`config.mk`:
```
export PLATFORM = sky130hd
export DESIGN_NAME = uart_tx_fifo
export DESIGN_NICKNAME = d
export VERILOG_FILES = /design/src/rtl/uart_tx_fifo.sv
export SDC_FILE = /design/constraint.sdc
export NUM_CORES = 1
export LEC_CHECK = 0
export ABC_AREA = 1
export CORE_ASPECT_RATIO = 1.5
export CORE_MARGIN = 2
export CORE_UTILIZATION = 45
export CTS_BUF_LIST = sky130_fd_sc_hd__clkbuf_8
export CTS_CLUSTER_SIZE = 14
export DETAILED_ROUTE_END_ITERATION = 8
export GPL_ROUTABILITY_DRIVEN = 0
export GPL_TIMING_DRIVEN = 0
export HOLD_SLACK_MARGIN = 0.08
export PLACE_DENSITY = 0.61
export SLEW_MARGIN = 20
export SYNTH_ARGS = -nofsm -noshare
export SYNTH_HDL_FRONTEND = slang
export SYNTH_SLANG_ARGS = --single-unit
```
`constraint.sdc`:
```
create_clock -name clk_i -period 6.4 [get_ports clk_i]
set_input_delay 1.6 -clock clk_i [delete_from_list [all_inputs] [get_ports clk_i]]
set_output_delay 1.6 -clock clk_i [all_outputs]
set_load 0.005 [all_outputs]
```
`src/rtl/uart_tx_fifo.sv`:
```
// Buffered 8N1 UART transmitter: a valid/ready byte stream feeds a small FIFO
// that drains back-to-back frames onto a registered, idle-high serial line.
module uart_tx_fifo #(
    parameter int unsigned CLOCK_FREQ = 100_000_000,
    parameter int unsigned BAUD_RATE  = 115_200,
    parameter int unsigned FIFO_DEPTH = 8
) (
    input  logic                          clk_i,
    input  logic                          rst_ni,
    input  logic                          in_valid_i,
    output logic                          in_ready_o,
    input  logic [7:0]                    in_data_i,
    output logic                          txd_o,
    output logic                          busy_o,
    output logic [$clog2(FIFO_DEPTH):0]   fifo_count_o
);

    localparam int unsigned CLKS_PER_BIT = CLOCK_FREQ / BAUD_RATE;
    localparam int unsigned AW           = $clog2(FIFO_DEPTH);
    localparam int unsigned PW           = AW + 1;
    localparam int unsigned BW           = (CLKS_PER_BIT > 1) ? $clog2(CLKS_PER_BIT) : 1;
    localparam logic [BW-1:0] BAUD_LAST  = BW'(CLKS_PER_BIT - 1);
    localparam logic [PW-1:0] DEPTH_P    = PW'(FIFO_DEPTH);

    typedef enum logic [1:0] {
        IDLE  = 2'd0,
        START = 2'd1,
        DATA  = 2'd2,
        STOP  = 2'd3
    } state_e;

    state_e          state_q, state_d;
    logic [BW-1:0]   baud_q, baud_d;
    logic [2:0]      bit_q, bit_d;
    logic [7:0]      shift_q, shift_d;
    logic [PW-1:0]   wr_ptr_q, wr_ptr_d;
    logic [PW-1:0]   rd_ptr_q, rd_ptr_d;
    logic [PW-1:0]   count_q, count_d;
    logic            txd_q, txd_d;
    logic            busy_q, busy_d;
    logic            ready_q, ready_d;
    logic [7:0]      mem_q [FIFO_DEPTH];

    logic            push;
    logic            pop;
    logic            empty;
    logic            baud_done;
    logic [7:0]      head;

    assign empty     = (wr_ptr_q == rd_ptr_q);
    assign baud_done = (baud_q == BAUD_LAST);
    assign head      = mem_q[rd_ptr_q[AW-1:0]];

    // Frame sequencing, FIFO bookkeeping and next values of the registered outputs.
    always_comb begin
        state_d  = state_q;
        baud_d   = baud_q;
        bit_d    = bit_q;
        shift_d  = shift_q;
        pop      = 1'b0;
        push     = in_valid_i & ready_q;

        case (state_q)
            IDLE: begin
                if (!empty) begin
                    pop     = 1'b1;
                    shift_d = head;
                    baud_d  = '0;
                    state_d = START;
                end
            end
            START: begin
                if (baud_done) begin
                    baud_d  = '0;
                    bit_d   = '0;
                    state_d = DATA;
                end else begin
                    baud_d = baud_q + BW'(1);
                end
            end
            DATA: begin
                if (baud_done) begin
                    baud_d  = '0;
                    shift_d = {1'b0, shift_q[7:1]};
                    if (bit_q == 3'd7) begin
                        state_d = STOP;
                    end else begin
                        bit_d = bit_q + 3'd1;
                    end
                end else begin
                    baud_d = baud_q + BW'(1);
                end
            end
            STOP: begin
                if (baud_done) begin
                    baud_d = '0;
                    // Chain straight into the next frame so the line never idles between bytes.
                    if (!empty) begin
                        pop     = 1'b1;
                        shift_d = head;
                        state_d = START;
                    end else begin
                        state_d = IDLE;
                    end
                end else begin
                    baud_d = baud_q + BW'(1);
                end
            end
            default: state_d = IDLE;
        endcase

        wr_ptr_d = wr_ptr_q + PW'(push);
        rd_ptr_d = rd_ptr_q + PW'(pop);
        count_d  = count_q + PW'(push) - PW'(pop);
        ready_d  = (count_d != DEPTH_P);
        busy_d   = (state_q != IDLE) || (count_q != '0);

        case (state_q)
            START:   txd_d = 1'b0;
            DATA:    txd_d = shift_q[0];
            default: txd_d = 1'b1;
        endcase
    end

    // State and control registers.
    always_ff @(posedge clk_i) begin
        if (!rst_ni) begin
            state_q  <= IDLE;
            baud_q   <= '0;
            bit_q    <= '0;
            shift_q  <= '0;
            wr_ptr_q <= '0;
            rd_ptr_q <= '0;
            count_q  <= '0;
            txd_q    <= 1'b1;
            busy_q   <= 1'b0;
            ready_q  <= 1'b1;
        end else begin
            state_q  <= state_d;
            baud_q   <= baud_d;
            bit_q    <= bit_d;
            shift_q  <= shift_d;
            wr_ptr_q <= wr_ptr_d;
            rd_ptr_q <= rd_ptr_d;
            count_q  <= count_d;
            txd_q    <= txd_d;
            busy_q   <= busy_d;
            ready_q  <= ready_d;
        end
    end

    // FIFO storage needs no reset; occupancy is tracked by the pointers.
    always_ff @(posedge clk_i) begin
        if (push) begin
            mem_q[wr_ptr_q[AW-1:0]] <= in_data_i;
        end
    end

    assign in_ready_o   = ready_q;
    assign txd_o        = txd_q;
    assign busy_o       = busy_q;
    assign fifo_count_o = count_q;

endmodule
```
==> impl_metrics.ini, run 1 <==
[setup_path]
cp.arrival_ps = 3320
reg2reg_slack_ps = 3640
path_max_fanout = 2
path_class = input pin to flop
crit_required_ps = 6670
startpoint_type = input pin
cp-end-kind = flop

[timing]
hold_slack_ps = 475
rsz0062_at_grt = no
final-hold-violation-count = 0
finalCritPeriodShare = 0.477
maxSlewHeadroom = 0.437
worst_clock_skew_ps = 11.6
max_freq_ghz = 0.328
setup_viol = 0
period_needed_ps = 3050
totalNegativeSetupSlack_ps = 0
slew_viol_final = 0
tightest_slew_ps = 841

[power]
power_density_nw_per_um2 = 381
p_leak_uw = 0.00203
netSwitchingPower_uw = 736
seq_power_share = 0.419
p_comb_frac = 0.363
p_clk_frac = 0.218
internal_power_uw = 1230
ir_drop_mv = 0.174
swShare = 0.375

[logic_synthesis]
synth_nets = 525
avgSynthCellArea_sq_um = 9.37
synthesis.instances = 495
synth_cell_types = 34
synthesis.area_sq_um = 4640
synth-async-reset-ratio = 0
netlist.area_leader.share = 0.414
yosys-top-cells-count = nand2_1 (154), edfxtp_1 (64), nand3_1 (54)
synth_edf_count = 64
yosysMostFrequentCell = nand2_1
synth_seq_cells = 102
ys_warn_count = 0
ys_seq_area_frac = 0.578
netlist_top_cells_area = edfxtp_1 (41%), dfxtp_1 (16%), nand2_1 (12%)
synth_flop_cell = edfxtp_1
yosysTopAreaCell = edfxtp_1

[global_routing]
grt_util_all_layers = 0.195
grt_pass1_vias = 3366
grt_pass1_wl_um = 16400
grt_remaining_overflow = 0
grt_max_degree = 19
antenna_found_initial = 0

[status]
status = completed

[route]
drt_pre_antenna_iters = 4
drc = 0
antenna_left = 0
drt-initial-drc-count = 171
viasPerCell = 5.18
vias = 3337
wl_per_cell_um = 15.4
routed_wl_um = 9910

[finish]
layout-drive-gt1-share = 0.102
layoutNonFillerInstCount = 644
area_growth_pct = 11.0
fillers = 918
finalCoreUtilization = 0.511
fin_nets = 552
antennaDiodeCount = 0

[worst_hold_path]
hold_path_class = flop to flop

[floorplan]
core_area_sq_um = 10100
rows = 45
ioPinCount = 18
start_util = 0.460
die_h_um = 128
die_w_um = 86.9
die_area_sq_um = 11200

[place]
dp_hpwl_um = 7070
portBuffers = 16
place_inst = 628

[clocking]
clock_latency_ps = 380
clockBufferDepth = 2
cts_hold_buffers = 0
htree_levels = 3
root_buffer = clkbuf_8
cts_made_buffers = 9
postCtsSetupBuffers = 0
cts.clk_slew.worst_paths_ps = 110
postCtsResizedCells = 0
clock_sinks = 102
cts_tree = done

[job]
max_cap_viol_count = 0
-- power by group through the flow --
stage / registers [uW] / logic, uW / clock network, uW
after floorplan: 831 / 517 / 0
after global placement: 836 / 703 / 0
after detailed placement: 839 / 720 / 0
after CTS: 824 / 723 / 434
after global routing: 835 / 823 / 461
final: 823 / 712 / 427
-- placed cells by master (no fill, tap or decap), types with 2 or more instances in the layout --
cell type | synthesis | layout
a21oi_1 | 25 | 25
buf_2 | 9 | 9
buf_4 | 3 | 3
clkbuf_1 | 2 | 2
clkbuf_8 | 0 | 9
clkdlybuf4s50_1 | 0 | 16
clkinv_1 | 1 | 2
clkinv_4 | 0 | 2
dfxtp_1 | 38 | 38
edfxtp_1 | 64 | 64
ha_1 | 18 | 18
inv_1 | 30 | 30
inv_2 | 3 | 3
inv_4 | 2 | 2
inv_6 | 0 | 2
nand2_1 | 154 | 154
nand2_2 | 7 | 7
nand3_1 | 54 | 54
nand3_2 | 4 | 4
nand3_4 | 2 | 2
nor2_1 | 37 | 37
nor2_4 | 3 | 3
nor3_1 | 3 | 3
o21ai_0 | 18 | 18
o21bai_1 | 2 | 2
or2_2 | 2 | 2
xnor2_1 | 3 | 3
-- final timing paths --
check             cells after the start               startpoint                 endpoint
hold / removal                        2  shift_q[1]$_SDFFE_PN0P_  shift_q[1]$_SDFFE_PN0P_
setup reg to reg                     13   baud_q[0]$_SDFFE_PN0P_    in_ready_o$_SDFF_PN1_
setup / recovery                      8               in_valid_i    in_ready_o$_SDFF_PN1_
hold reg to reg                       2  shift_q[1]$_SDFFE_PN0P_  shift_q[1]$_SDFFE_PN0P_
-- stage by stage --
| stage | setup WS, ps | total power [uW] | area, sq um |
|---|---|---|---|
| after floorplan | 3500 | 1350 | 4640 |
| after global placement | 2940 | 1540 | 4950 |
| after detailed placement | 2930 | 1560 | 4950 |
| after CTS | 3330 | 1980 | 5150 |
| after global routing | 3220 | 2120 | 5150 |
| final | 3350 | 1960 | 5150 |
-- area by class of cell --
class	instances	area, sq um	share of cell area
timing repair buffer	16	160	0.0311
tap	117	146	0.0284
clock inverter	7	80.1	0.0155
clock buffer	9	124	0.0241
sequential	102	2680	0.521
inverter	37	145	0.0282
buffer	16	90.1	0.0175
multi-input combinational	340	1720	0.334
-- flip-flops by register name, indices dropped and copies added, names as in the netlist --
signal        count
baud_q           10
shift_q           8
bit_q             3
rd_ptr_q          4
wr_ptr_q          4
txd_o             1
busy_o            1
state_q           2
mem_q            64
in_ready_o        1
fifo_count_o      4
-- routing by layer --
metal | wire, um | share of wire | track usage | up-vias
li1 | - | - | - | 1701
met1 | 3870 | 0.39 | 0.211 | 1575
met2 | 5560 | 0.56 | 0.370 | 47
met3 | 234 | 0.024 | 0.0353 | 14
met4 | 242 | 0.024 | 0.0726 | 0
met5 | 0 | 0 | 0 | -
-- critical path, cell delays in order --
cell,delay [ps]
clkdlybuf4s50_1,450
nand2_1,70
ha_1,280
inv_1,40
ha_1,190
fa_1,390
xnor2_1,210
nand3_1,90
-- cell families after synthesis --
group | count (synthesis) | share of synthesized area
flip-flops | 102 | 0.578
AND/OR/NAND/NOR | 269 | 0.256
adder cells (fa/ha/maj) | 19 | 0.0529
XOR/XNOR | 3 | 0.00566
buffers and inverters | 53 | 0.0507
AO/OA/AOI/OAI | 49 | 0.0566
No activity file was read; power rests on OpenSTA's default activity.
==> run 2: changes to the inputs <==
==> constraint.sdc (replaced) <==
create_clock -name clk_i -period 3.1 [get_ports clk_i]
set_input_delay 0.775 -clock clk_i [delete_from_list [all_inputs] [get_ports clk_i]]
set_output_delay 0.775 -clock clk_i [all_outputs]
set_load 0.005 [all_outputs]
==> results of run 2 <==
The final DEF is identical to that of run 1. Status: completed.
Among the figures that moved: setup slack after placement 2930 ps -> 317 ps; setup slack after layout 3350 ps -> 341 ps; start point of the critical path in_valid_i -> baud_q[0]$_SDFFE_PN0P_; register-to-register setup slack 3640 ps -> 340 ps; total power 1960 uW -> 4050 uW; worst IR drop on VDD 0.174 mV -> 0.360 mV
